<file path="config.mk">
export PLATFORM = sky130hd
export DESIGN_NAME = ball_handoff_sequencer_flat
export DESIGN_NICKNAME = d
export VERILOG_FILES = /design/src/rtl/ball_handoff_sequencer_if.sv /design/src/rtl/ball_handoff_sequencer.sv /design/src/flat_wrapper.sv
export SDC_FILE = /design/constraint.sdc
export NUM_CORES = 1
export LEC_CHECK = 0
export CAP_MARGIN = 15
export CORE_ASPECT_RATIO = 1.4
export CORE_MARGIN = 5
export CORE_UTILIZATION = 54
export DETAILED_ROUTE_END_ITERATION = 10
export PLACE_DENSITY = 0.83
export SETUP_SLACK_MARGIN = 0.3
export SLEW_MARGIN = 15
export SYNTH_ARGS = -nofsm -noshare
export SYNTH_HDL_FRONTEND = slang
export SYNTH_SLANG_ARGS = --single-unit
</file>
<file path="constraint.sdc">
create_clock -name clk_25MHZ -period 3.62 [get_ports clk_25MHZ]
set_clock_uncertainty 0.15 [all_clocks]
set_input_delay 0.905 -clock clk_25MHZ [delete_from_list [all_inputs] [get_ports clk_25MHZ]]
set_output_delay 0.905 -clock clk_25MHZ [all_outputs]
set_load 0.02 [all_outputs]
</file>
<file path="src/rtl/ball_handoff_sequencer_if.sv">
`default_nettype none
// ============================================================================
// Module   : ball_handoff_sequencer_if
// Purpose  : Register-write handshake between the ball handoff sequencer and
//            the I2C master that carries the writes to the peer board.
// Signals  : i2c_req       sequencer -> master, 1-cycle write request
//            i2c_reg_addr  sequencer -> master, peer register index 0..5
//            i2c_wdata     sequencer -> master, write data
//            i2c_busy      master -> sequencer, master cannot accept a request
//            i2c_done      master -> sequencer, 1-cycle transaction-end pulse
//            i2c_ack_ok    master -> sequencer, 1 = ACKed (valid with done)
// Modports : master = sequencer side (issues requests)
//            slave  = I2C master side (serves requests)
// Revision : 1.0  initial release
// ============================================================================
interface ball_handoff_sequencer_if;
  logic       i2c_req;
  logic [2:0] i2c_reg_addr;
  logic [7:0] i2c_wdata;
  logic       i2c_busy;
  logic       i2c_done;
  logic       i2c_ack_ok;

  modport master (
    output i2c_req, i2c_reg_addr, i2c_wdata,
    input  i2c_busy, i2c_done, i2c_ack_ok
  );

  modport slave (
    input  i2c_req, i2c_reg_addr, i2c_wdata,
    output i2c_busy, i2c_done, i2c_ack_ok
  );
endinterface
`default_nettype wire

</file>
<file path="src/rtl/ball_handoff_sequencer.sv">
`default_nettype none
// ============================================================================
// Module   : ball_handoff_sequencer
// Purpose  : On a rising edge of ball_send_trigger, snapshot the ball state
//            and write it to peer registers 0..4 followed by a GO write to
//            register 5, one I2C transaction at a time, with per-register
//            retry on NACK or timeout.
// Ports    : clk_25MHZ, reset (async, active-high)
//            ball_send_trigger, ball_y_in[9:0], ball_vy_in[7:0],
//            gravity_in[1:0], speed_code_in[7:0]   - game inputs
//            i2c (master modport)                   - write handshake
//            xfer_busy, xfer_done (pulse), xfer_error (sticky),
//            fail_count[7:0] (saturating)          - status
// Revision : 1.0  initial release
// ============================================================================
module ball_handoff_sequencer #(
  parameter int MAX_RETRY   = 3,
  parameter int TIMEOUT_CYC = 250000,
  parameter int BACKOFF_CYC = 2500
) (
  input  wire logic                clk_25MHZ,
  input  wire logic                reset,
  input  wire logic                ball_send_trigger,
  input  wire logic [9:0]          ball_y_in,
  input  wire logic [7:0]          ball_vy_in,
  input  wire logic [1:0]          gravity_in,
  input  wire logic [7:0]          speed_code_in,
  ball_handoff_sequencer_if.master i2c,
  output logic                     xfer_busy,
  output logic                     xfer_done,
  output logic                     xfer_error,
  output logic [7:0]               fail_count
);

  localparam int c_CNT_MAX   = (TIMEOUT_CYC > BACKOFF_CYC) ? TIMEOUT_CYC : BACKOFF_CYC;
  localparam int c_CNT_W     = $clog2(c_CNT_MAX + 1);
  localparam int c_RETRY_W   = (MAX_RETRY < 1) ? 1 : $clog2(MAX_RETRY + 1);
  localparam logic [2:0] c_LAST_REG = 3'd5;

  typedef enum logic [2:0] {
    S_IDLE      = 3'd0,
    S_LATCH     = 3'd1,
    S_ISSUE     = 3'd2,
    S_WAIT_DONE = 3'd3,
    S_BACKOFF   = 3'd4,
    S_DONE      = 3'd5,
    S_ERROR     = 3'd6
  } state_t;

  state_t                 r_state;
  state_t                 w_state_nxt;
  logic                   r_trig_d;
  logic [9:0]             r_y;
  logic [7:0]             r_vy;
  logic [1:0]             r_grav;
  logic [7:0]             r_speed;
  logic [2:0]             r_reg_idx;
  logic [c_RETRY_W-1:0]   r_retry;
  logic [c_CNT_W-1:0]     r_cnt;
  logic [2:0]             r_addr;
  logic [7:0]             r_wdata;
  logic                   r_error;
  logic [7:0]             r_fail_count;

  logic                   w_start;
  logic                   w_issue;
  logic                   w_advance;
  logic                   w_fail;
  logic [7:0]             w_wdata;

  // Register map, always taken from the snapshot, never the live inputs.
  always_comb begin
    w_wdata = 8'h01;
    case (r_reg_idx)
      3'd0:    w_wdata = {r_y[9:8], 6'b0};
      3'd1:    w_wdata = r_y[7:0];
      3'd2:    w_wdata = r_vy;
      3'd3:    w_wdata = {6'b0, r_grav};
      3'd4:    w_wdata = r_speed;
      default: w_wdata = 8'h01;
    endcase
  end

  always_comb begin
    w_state_nxt = r_state;
    w_start     = ball_send_trigger & ~r_trig_d;
    w_issue     = 1'b0;
    w_advance   = 1'b0;
    w_fail      = 1'b0;
    case (r_state)
      S_IDLE:  if (w_start) w_state_nxt = S_LATCH;
      S_LATCH: w_state_nxt = S_ISSUE;
      S_ISSUE: begin
        if (!i2c.i2c_busy) begin
          w_issue     = 1'b1;
          w_state_nxt = S_WAIT_DONE;
        end
      end
      S_WAIT_DONE: begin
        // A done pulse on the final timeout cycle still counts as a response.
        if (i2c.i2c_done) begin
          if (i2c.i2c_ack_ok) begin
            if (r_reg_idx == c_LAST_REG) begin
              w_state_nxt = S_DONE;
            end else begin
              w_advance   = 1'b1;
              w_state_nxt = S_ISSUE;
            end
          end else begin
            w_fail = 1'b1;
          end
        end else if (r_cnt == c_CNT_W'(TIMEOUT_CYC - 1)) begin
          w_fail = 1'b1;
        end
        if (w_fail) begin
          w_state_nxt = (r_retry == c_RETRY_W'(MAX_RETRY)) ? S_ERROR : S_BACKOFF;
        end
      end
      S_BACKOFF: if (r_cnt == c_CNT_W'(BACKOFF_CYC - 1)) w_state_nxt = S_ISSUE;
      S_DONE:    w_state_nxt = S_IDLE;
      S_ERROR:   w_state_nxt = S_IDLE;
      default:   w_state_nxt = S_IDLE;
    endcase
  end

  always_ff @(posedge clk_25MHZ or posedge reset) begin
    if (reset) begin
      r_state      <= S_IDLE;
      r_trig_d     <= 1'b0;
      r_y          <= '0;
      r_vy         <= '0;
      r_grav       <= '0;
      r_speed      <= '0;
      r_reg_idx    <= '0;
      r_retry      <= '0;
      r_cnt        <= '0;
      r_addr       <= '0;
      r_wdata      <= '0;
      r_error      <= 1'b0;
      r_fail_count <= '0;
    end else begin
      r_state  <= w_state_nxt;
      r_trig_d <= ball_send_trigger;

      if (r_state == S_LATCH) begin
        r_y     <= ball_y_in;
        r_vy    <= ball_vy_in;
        r_grav  <= gravity_in;
        r_speed <= speed_code_in;
      end

      if (w_state_nxt == S_LATCH) begin
        r_reg_idx <= '0;
        r_retry   <= '0;
        r_error   <= 1'b0;
      end

      if (w_advance) begin
        r_reg_idx <= r_reg_idx + 3'd1;
        r_retry   <= '0;
      end

      if (w_fail) begin
        if (r_fail_count != 8'hFF) r_fail_count <= r_fail_count + 8'd1;
        if (r_retry != c_RETRY_W'(MAX_RETRY)) r_retry <= r_retry + 1'b1;
      end

      if (w_state_nxt == S_ERROR) r_error <= 1'b1;

      // Address/data are held between requests so the master can re-read them.
      if (w_issue) begin
        r_addr  <= r_reg_idx;
        r_wdata <= w_wdata;
      end

      // One counter serves both the response timeout and the retry backoff;
      // it restarts on every state change.
      if (w_state_nxt != r_state) begin
        r_cnt <= '0;
      end else if (r_state == S_WAIT_DONE || r_state == S_BACKOFF) begin
        r_cnt <= r_cnt + 1'b1;
      end
    end
  end

  always_comb begin
    i2c.i2c_req      = w_issue;
    i2c.i2c_reg_addr = w_issue ? r_reg_idx : r_addr;
    i2c.i2c_wdata    = w_issue ? w_wdata : r_wdata;
  end

  assign xfer_busy  = (r_state == S_LATCH) || (r_state == S_ISSUE) ||
                      (r_state == S_WAIT_DONE) || (r_state == S_BACKOFF);
  assign xfer_done  = (r_state == S_DONE);
  assign xfer_error = r_error;
  assign fail_count = r_fail_count;

endmodule
`default_nettype wire

</file>
<file path="src/flat_wrapper.sv">
// flat-port wrapper written by rule: the top's interface ports become plain ports
module ball_handoff_sequencer_flat 
#(
  parameter int MAX_RETRY   = 3,
  parameter int TIMEOUT_CYC = 250000,
  parameter int BACKOFF_CYC = 2500
)
  (clk_25MHZ, reset, ball_send_trigger, ball_y_in, ball_vy_in, gravity_in, speed_code_in, xfer_busy, xfer_done, xfer_error, fail_count, i2c_i2c_req, i2c_i2c_reg_addr, i2c_i2c_wdata, i2c_i2c_busy, i2c_i2c_done, i2c_i2c_ack_ok);
  ball_handoff_sequencer_if i2c_i ();
  input  wire logic clk_25MHZ;
  input  wire logic reset;
  input  wire logic ball_send_trigger;
  input  wire logic [9:0] ball_y_in;
  input  wire logic [7:0] ball_vy_in;
  input  wire logic [1:0] gravity_in;
  input  wire logic [7:0] speed_code_in;
  output logic xfer_busy;
  output logic xfer_done;
  output logic xfer_error;
  output logic [7:0] fail_count;
  output wire logic [$bits(i2c_i.i2c_req)-1:0] i2c_i2c_req;
  output wire logic [$bits(i2c_i.i2c_reg_addr)-1:0] i2c_i2c_reg_addr;
  output wire logic [$bits(i2c_i.i2c_wdata)-1:0] i2c_i2c_wdata;
  input wire logic [$bits(i2c_i.i2c_busy)-1:0] i2c_i2c_busy;
  input wire logic [$bits(i2c_i.i2c_done)-1:0] i2c_i2c_done;
  input wire logic [$bits(i2c_i.i2c_ack_ok)-1:0] i2c_i2c_ack_ok;
  assign i2c_i2c_req = i2c_i.i2c_req;
  assign i2c_i2c_reg_addr = i2c_i.i2c_reg_addr;
  assign i2c_i2c_wdata = i2c_i.i2c_wdata;
  assign i2c_i.i2c_busy = i2c_i2c_busy;
  assign i2c_i.i2c_done = i2c_i2c_done;
  assign i2c_i.i2c_ack_ok = i2c_i2c_ack_ok;
  ball_handoff_sequencer #(.MAX_RETRY(MAX_RETRY), .TIMEOUT_CYC(TIMEOUT_CYC), .BACKOFF_CYC(BACKOFF_CYC)) u_core (.clk_25MHZ(clk_25MHZ), .reset(reset), .ball_send_trigger(ball_send_trigger), .ball_y_in(ball_y_in), .ball_vy_in(ball_vy_in), .gravity_in(gravity_in), .speed_code_in(speed_code_in), .i2c(i2c_i), .xfer_busy(xfer_busy), .xfer_done(xfer_done), .xfer_error(xfer_error), .fail_count(fail_count));
endmodule
</file>
## Yosys cells after proc, flatten, opt, wreduce, memory -nomap -nowiden

Cells that the tools add are included.

- $add $sub $neg: 4
- Eq/ne operators: 18
- Mux-type cells: 33
- Bitwise logic cells: 2
- Reductions and logical operators: 10

Operator list:

| cell | number |
|---|---|
| 8-bit one-hot mux with 5 select lines | 1 |
| 18-bit 2-to-1 mux | 2 |
| 3-bit 2-to-1 mux | 10 |
| 18-bit by 1-bit adder with 18-bit output (second input constant) | 1 |
| 18-bit by 12-bit == test with 1-bit output (second input constant) | 1 |
| 18-bit == test (second input constant) | 1 |
| 3-bit == test (second input constant) | 5 |
| 3-bit one-hot mux with 5 select lines | 1 |
| 1-bit 2-to-1 mux | 13 |
| 3-bit by 2-bit == test with 1-bit output (second input constant) | 4 |
| 2-bit 2-to-1 mux | 5 |
| 3-bit by 1-bit == test with 1-bit output (second input constant) | 3 |
| 8-bit by 1-bit adder with 8-bit output (second input constant) | 1 |
| 8-bit 2-to-1 mux | 1 |
| 8-bit != test (second input constant) | 1 |
| 3-bit zero test | 2 |
| 2-bit nonzero test | 3 |
| 1-bit logical OR | 4 |
| 3-bit by 1-bit adder with 3-bit output (second input constant) | 1 |
| 3-bit != test | 1 |
| 2-bit by 1-bit adder with 2-bit output (second input constant) | 1 |
| 2-bit == test (second input constant) | 1 |
| 2-bit != test (second input constant) | 1 |
| 2-bit AND reduction | 1 |
| other kinds (2) | 2 |

- Register bits after elaboration: 75
- Bits of input ports: 34
- Output and inout port bits: 23
- Word-level logic and storage cells: 80

## Longest topological paths before layout

Gate-level depths: netlist of the first run.

- Word-level depth: 11
- Depth in mapped cells: 9
- Mapped depth without buffers: 7

## Worst setup path after synthesis of the first run

OpenSTA, ideal clock, no wires.

- Kind: input-to-output
- From: input i2c_i2c_busy
- To: output i2c_i2c_reg_addr[0]
- Arrival: 2.113 ns
- Setup slack: 0.452 ns
- Stages on the path: 4
- Path through: or3_1 > clkbuf_1 > clkbuf_1 > o21ai_0

- Word-level cells in the longest chain between the ends: 3

Ends and longest elaborated chain:

| what | line | text |
|---|---|---|
| start, declared | flat_wrapper.sv:24 | `input wire logic [$bits(i2c_i.i2c_busy)-1:0] i2c_i2c_busy;` |
| 1-bit 2-to-1 mux | ball_handoff_sequencer.sv:94 | `if (!i2c.i2c_busy) begin` |
| 1-bit 2-to-1 mux | ball_handoff_sequencer.sv:90 | `case (r_state)` |
| 3-bit 2-to-1 mux | n/a |  |
| end, declared | flat_wrapper.sv:22 | `output wire logic [$bits(i2c_i.i2c_reg_addr)-1:0] i2c_i2c_reg_addr;` |

No other way between the ends.

## Final worst setup path of the first run

- From: register u_core.r_reg_idx[0]
- To: output i2c_i2c_wdata[0]

- Word-level cells in the longest chain between the ends: 3
- Elaborated cells between the ends (all ways): 7
- Those cells by class: eq/ne (4); mux (2); reduce/logical (1)

Ends and longest elaborated chain:

| what | line | text |
|---|---|---|
| start, declared | ball_handoff_sequencer.sv:57 | `logic [2:0] r_reg_idx;` |
| start signal, assigned | ball_handoff_sequencer.sv:159 | `r_reg_idx <= r_reg_idx + 3'd1;` |
| 3-bit == test, or another cell as far along | ball_handoff_sequencer.sv:74 | `case (r_reg_idx)` |
| 8-bit one-hot mux with 5 select lines (*) | ball_handoff_sequencer.sv:74 |  |
| 8-bit 2-to-1 mux (*) | n/a |  |
| end, declared | flat_wrapper.sv:23 | `output wire logic [$bits(i2c_i.i2c_wdata)-1:0] i2c_i2c_wdata;` |

Mark *: on every way between the ends. The rest lies on a longest branch, timed or not.

==> results.md, run 1 <==
* Area share of the largest cell type after synthesis at 50.54%
* Antenna-violating nets left at 0
* Layout cell share with drive strength beyond 1 at 21.45%
* Mapped Cells at 332
* Total track usage at 21.37%
* Sw Share at 35.64%
* First-pass GRT wire length at 14310 um
* Final Util at 69.32%
* Sequential Power Share at 38.1%
* Number of synthesized flops with an enable pin at 0
* Yosys cell types at 52
* Startpoint Class: flop
* Final WL at 8472 um
* Max-slew headroom at 57.81%
* Filler instances at 520
* DRT Pass-1 Iters at 5
* Pin count of the biggest net entering global routing at 32
* Clk pin slew, worst setup/hold paths at 0.08 ns
* Clock buffer count from CTS at 9
* Setup violators final at 0
* Nets@finish at 438
* # rows at 35
* CTS Hold Bufs at 0
* Area growth from synthesis to layout at 24.26%
* WP data required at 2.56 ns
* Routed WL per cell at 17.18 um
* Mapped cell area at 3714 um2
* Hpwl dp at 6164 um
* Post-CTS Setup Bufs at 0
* Peak supply drop at 0.4966 mV
* Net Count, Synth at 374
* Vias in the first global route at 2918
* Most frequent cell after synthesis: dfrtp_1
* FF-to-FF path depth at 5
* Minimum clock period at 3.222 ns
* CP delay by family, top: flip-flops
* Routability cong. at 0.9068
* Syn Area/Cell at 11.19 um2
* Global route overflow at 0
* Initial DRC Count at 245
* Core area at 6656 um2
* Maximum fanout along the worst path at 7
* Status: finished clean
* FF-to-FF setup slack at 1.18 ns
* Clk sinks at 75
* Dominant synthesized flop cell: dfrtp_1
* Clock share of power at 22.9%
* Die Footprint at 8659 um2
* Hold_sp: u_core.fail_count[4]
* Via count at 2817
* P per Cell Area at 737.4 nW/um2
* Synth top area cells: dfrtp_1 (51%), mux2_2 (9.4%), xnor2_1 (3.1%), ha_1 (2.7%), nor2_1 (2.6%)
* Antenna violations before repair at 0
* Fin crit share at 89.00%
* Min-Delay Path Class: reg -> reg
* Synth cell count leaders: dfrtp_1 (75), mux2_2 (31), nor2_1 (26)
* Fin area at 4614 um2
* Leakage at 1.987 nW
* Crit Path Class: reg -> out
* Hold Slack at 0.3421 ns
* Worst-case hold path end point: u_core.fail_count[4]
* Max clock buf depth at 2
* Internal power at 2.190 mW
* Root Driver: clkbuf_8
* DRC viols at 0
* Slew @ Worst Pin at 0.6313 ns
* H-tree depth at 3
* Port buffer count at 56
* Worst r2r src: u_core.r_cnt[4]
* WHS Path Cells at 1
* Buf/Inv on CP at 2
* Cell taking the most area after synthesis: dfrtp_1
* Count of final hold-check violations at 0
* Die W at 80.09 um
* Diode count at 0
* Initial Util at 55.79%
* Synth Warn # at 0
* Boundary Pins at 57
* Vias/cell at 5.714
* Clk_lat worst skew at 0.35 ns
* Post-DP Area at 4414 um2
* Register bit total from synthesis at 75
* CTS tree: yes
* Combinational Power Share at 39.0%
* Fmax at 310.4 MHz
* Critical path arrival at 2.17 ns
* Maxcap violations at 0
* Asr flop ratio synth at 100.0%
* CP cell instances: inv_1, ha_1, and2_1, a22oi_1, a31oi_1, buf_2
* Critical Path Sink Type: output pin
* CP max stage cell: dfrtp_2
* Seq/Total Area, Yosys at 50.54%
* Worst r2r dst: u_core.fail_count[1]
* Max-slew violations at 0
* RSZ-0062 raised after global routing: false
* CP peak stage delay at 0.44 ns
* Die Span Y at 108.1 um
* Net Sw Power at 1.213 mW
[per-layer routing]
layer	wire (um)	vias to the layer above	GRT usage, %
li1	-	1314	-
met1	3501	1385	26.97
met2	4417	103	36.08
met3	410	15	3.500
met4	142	0	9.058
met5	0	-	0
[worst max-delay path by stage]
stage / start / to / cells after the start
2_1_floorplan: i2c_i2c_busy / i2c_i2c_reg_addr[0] / 4
3_3_place_gp: i2c_i2c_busy / i2c_i2c_wdata[5] / 6
3_5_place_dp: i2c_i2c_busy / i2c_i2c_reg_addr[1] / 5
4_1_cts: u_core.r_reg_idx[0] / i2c_i2c_wdata[1] / 7
5_1_grt: u_core.r_reg_idx[1] / i2c_i2c_wdata[0] / 6
6_report: u_core.r_reg_idx[0] / i2c_i2c_wdata[0] / 6
[logic make-up after synthesis]
family	share of synthesized area, %
AND/OR/NAND/NOR	17.18
flip-flops	50.54
XOR/XNOR	5.424
multiplexers	9.939
adder cells (fa/ha/maj)	2.696
AO/OA/AOI/OAI	11.29
buffers and inverters	2.931
[metrics by stage]
step	instances	worst slack, ns	total power [mW]	setup TNS, ns
after global placement	477	-0.2718	2.612	-2.876
after CTS	493	0.3703	3.410	0
after global routing	493	0.3062	3.602	0
after floorplan	332	0.4523	2.168	0
final	493	0.3981	3.402	0
after detailed placement	477	-0.3112	2.672	-3.034
[power by group through the flow]
| stage | registers (mW) | clock network (mW) | logic [mW] |
|---|---|---|---|
| 4_1_cts | 1.29 | 0.787 | 1.33 |
| 6_report | 1.30 | 0.780 | 1.33 |
| 2_1_floorplan | 1.27 | 0 | 0.894 |
| 5_1_grt | 1.33 | 0.831 | 1.44 |
| 3_5_place_dp | 1.30 | 0 | 1.37 |
| 3_3_place_gp | 1.29 | 0 | 1.32 |
[placed cells by master (no fill, tap or decap), types with 11 or more instances in the layout]
master | Yosys | layout
dfrtp_1 | 75 | 74
clkdlybuf4s50_1 | 0 | 43
mux2_2 | 31 | 31
nor2_1 | 26 | 26
nand2_1 | 25 | 25
xnor2_1 | 13 | 13
buf_4 | 0 | 13
inv_1 | 12 | 11
o21ai_0 | 12 | 11
nand3_1 | 11 | 11
[state kept, by name, summed over array words and instances, names as in the netlist]
register	cells
u_core.r_speed	8
u_core.r_reg_idx	3
u_core.r_y	10
u_core.r_state	3
u_core.fail_count	8
u_core.xfer_error	1
u_core.r_wdata	8
u_core.r_cnt	18
u_core.r_trig_d	1
u_core.r_retry	2
u_core.r_vy	8
u_core.r_addr	3
u_core.r_grav	2
[layout make-up]
cell class | count | area (um2) | share of cell area [%]
Inverter | 12 | 45.04 | 0.9761
Clock inverter | 5 | 100.1 | 2.169
Sequential cell | 75 | 1878 | 40.70
Timing Repair Buffer | 67 | 590.6 | 12.80
Tap cell | 92 | 115.1 | 2.495
Clock buffer | 11 | 141.4 | 3.064
Multi-Input combinational cell | 231 | 1744 | 37.80
[worst register-to-register path, cell delays in order, from the launching register on]
cell	delay (ns)
dfrtp_1	0.42
or4_4	0.58
nor3_4	0.31
nand4_4	0.22
a21oi_1	0.28
mux2_2	0.36
[what timing repair did]
item | in CTS | in global routing
setup endpoints to repair | 12 | 8
hold endpoints to repair | 0 | 0
resized for setup | 54 | 3
pin swaps | 2 | 0
cloned | 0 | 0
Note: power is estimated with default switching activity, not from simulation.
==> run 2: changes to the inputs <==
--- a/config.mk
+++ b/config.mk
@@ -7,7 +7,7 @@
 export LEC_CHECK = 0
 export CAP_MARGIN = 15
 export CORE_ASPECT_RATIO = 1.4
-export CORE_MARGIN = 5
+export CORE_MARGIN = 2
 export CORE_UTILIZATION = 54
 export DETAILED_ROUTE_END_ITERATION = 10
 export PLACE_DENSITY = 0.83
==> run 2 against run 1 <==
- global-route usage increased by 3.8 points
- setup slack gained 0.014 ns
- sequential cell count unchanged
- sequential share of layout area is 0.24 points lower
- register-to-register slack barely moved
- non-clock buffer count up 2
- worst hold slack got worse by 0.0042 ns
- fmax is 0.45% higher
- combinational power up 5%
- via count is 1.2% higher
- largest cell class unchanged
- sequential power is essentially flat
==> results.md, run 2 (synthesized netlist as in run 1, its figures left out) <==
* Global route overflow at 0
* Largest register by flop count: u_core.r_cnt
* Die Footprint at 7566 um2
* Setup TNS Final at 0 ns
* First-pass GRT wire length at 14280 um
* Startpoint Class: flop
* Vias/cell at 5.762
* DRC viols at 0
* Boundary Pins at 57
* Critical Path Sink Type: output pin
* Final setup margin at 0.4125 ns
* Max-slew violations at 0
* Die W at 74.09 um
* Regs by FF count: u_core.r_cnt: 18 flops, u_core.r_y: 10 flops
* Count of final hold-check violations at 0
* Hpwl dp at 6000 um
* Via count at 2852
* Maxcap violations at 0
* Fmax at 311.8 MHz
* Clk_lat worst skew at 0.34 ns
* Initial Util at 56.16%
* Setup violators final at 0
* Diode count at 0
* DRT Pass-1 Iters at 5
* Leakage at 1.984 nW
* Clock buffer count from CTS at 9
* Crit Path Class: reg -> out
* Peak supply drop at 0.5228 mV
* Vias in the first global route at 2972
* Routed WL per cell at 16.92 um
* Post-DP Area at 4427 um2
* Area growth from synthesis to layout at 24.90%
* CTS tree: yes
* Clk sinks at 75
* Antenna violations before repair at 0
* Routability cong. at 0.8714
* Minimum clock period at 3.208 ns
* Nets@finish at 440
* Fin crit share at 88.61%
* Slew @ Worst Pin at 0.6024 ns
* Clk pin slew, worst setup/hold paths at 0.08 ns
* Layout cell share with drive strength beyond 1 at 22.83%
* H-tree depth at 3
* Antenna-violating nets left at 0
* Root Driver: clkbuf_8
* WHS Path Cells at 1
* Pin count of the biggest net entering global routing at 50
* Die Span Y at 102.1 um
* Status: finished clean
* Commonest non-fill, non-tap cell in the layout: dfrtp_1
* Commonest cells after routing, fill and taps aside: dfrtp_1 (75), clkdlybuf4s50_1 (43), mux2_2 (31)
* Max-slew headroom at 59.78%
* Max reg flops at 18
* FF-to-FF path depth at 5
* WP data required at 2.56 ns
* Fin area at 4638 um2
* Max clock buf depth at 2
* Initial DRC Count at 221
* # rows at 35
* Maximum fanout along the worst path at 9
* RSZ-0062 raised after global routing: false
* Critical path arrival at 2.15 ns
* Core area at 6613 um2
* Final WL at 8374 um
* Port buffer count at 56
* Dpl ws at -0.3913 ns
* Total track usage at 25.17%
* P per Cell Area at 719.0 nW/um2
* Min-Delay Path Class: reg -> reg
run 2: changes by cell type in the layout (fill, tap and decap cells not counted), moves of 2 or more:
cell / previous run / this run
buf_4: 13 / 10
bufinv_16: 3 / 1
clkinvlp_4: 0 / 2
buf_6: 0 / 5
run 2: routing by layer:
layer  track usage [%]  up-vias  part of all wire (%)  wire length, um
li1                  -     1323                     -                -
met1             31.00     1402                    40             3333
met2             42.51      105                    53             4432
met3             6.114       22                   4.8              399
met4             9.510        0                   2.5              208
met5                 0        -                     0                0
run 2: critical path, stage by stage, from the launching register on:
cell	delay (ns)
dfrtp_1	0.44
buf_4	0.15
ha_2	0.25
nor2_1	0.12
nor2_1	0.06
nor3_2	0.20
nor2_4	0.09
buf_6	0.13
a22o_1	0.23
buf_6	0.14
run 2: per-stage QoR:
| stage | power, mW | util (%) | instances | hold WS [ns] |
|---|---|---|---|---|
| final | 3.335 | 70.14 | 495 | 0.3379 |
| after global routing | 3.562 | 70.14 | 495 | 0.3765 |
| after CTS | 3.331 | 69.90 | 494 | 0.3415 |
| after detailed placement | 2.673 | 66.94 | 477 | 0.3306 |
| after global placement | 2.614 | 66.94 | 477 | 0.3221 |
| after floorplan | 2.168 | - | 332 | 0.3050 |
run 2: repair_timing:
action | 4_1_cts | 5_1_grt
resized for setup | 65 | 4
hold buffers | 0 | 0
setup endpoints to repair | 12 | 8
buffers inserted | 0 | 1
pin swaps | 4 | 1
gates cloned | 1 | 0
run 2: path summary, 6_finish.rpt:
| path | startpoint | end | slack [ns] |
|---|---|---|---|
| setup / recovery | u_core.r_reg_idx[0] | i2c_i2c_wdata[6] | 0.41 |
| hold / removal | u_core.r_retry[0] | u_core.r_retry[0] | 0.34 |
| setup reg to reg | u_core.r_cnt[4] | u_core.fail_count[1] | 1.18 |
| hold reg to reg | u_core.r_retry[0] | u_core.r_retry[0] | 0.34 |
| max in group asynchronous | reset | u_core.r_wdata[3] | 1.86 |
| min in group asynchronous | reset | u_core.r_speed[0] | 0.80 |
run 2: final cells by class:
type                            count  area, um2
Clock buffer                       10      137.6
Clock inverter                      6      63.81
Fill cell                         500       1974
Inverter                           12      45.04
Multi-Input combinational cell    231       1760
Sequential cell                    75       1877
Tap cell                           92      115.1
Timing Repair Buffer               69      639.4
run 2: power by group:
group / internal (mW) / total, mW / leakage [nW] / switching, mW
clock network: 0.337 / 0.650 / 0.0987 / 0.313
registers: 1.11 / 1.30 / 0.960 / 0.188
logic: 0.650 / 1.39 / 0.925 / 0.737
total: 2.10 / 3.33 / 1.98 / 1.24
==> run 3: changes to the inputs <==
--- a/config.mk
+++ b/config.mk
@@ -10,8 +10,10 @@
 export CORE_MARGIN = 2
 export CORE_UTILIZATION = 54
 export DETAILED_ROUTE_END_ITERATION = 10
+export GPL_ROUTABILITY_DRIVEN = 0
 export PLACE_DENSITY = 0.83
 export SETUP_SLACK_MARGIN = 0.3
+export SKIP_LAST_GASP = 1
 export SLEW_MARGIN = 15
 export SYNTH_ARGS = -nofsm -noshare
 export SYNTH_HDL_FRONTEND = slang
==> results of run 3 <==
Same layout as run 2: the final DEF is identical, and so are final timing and power.
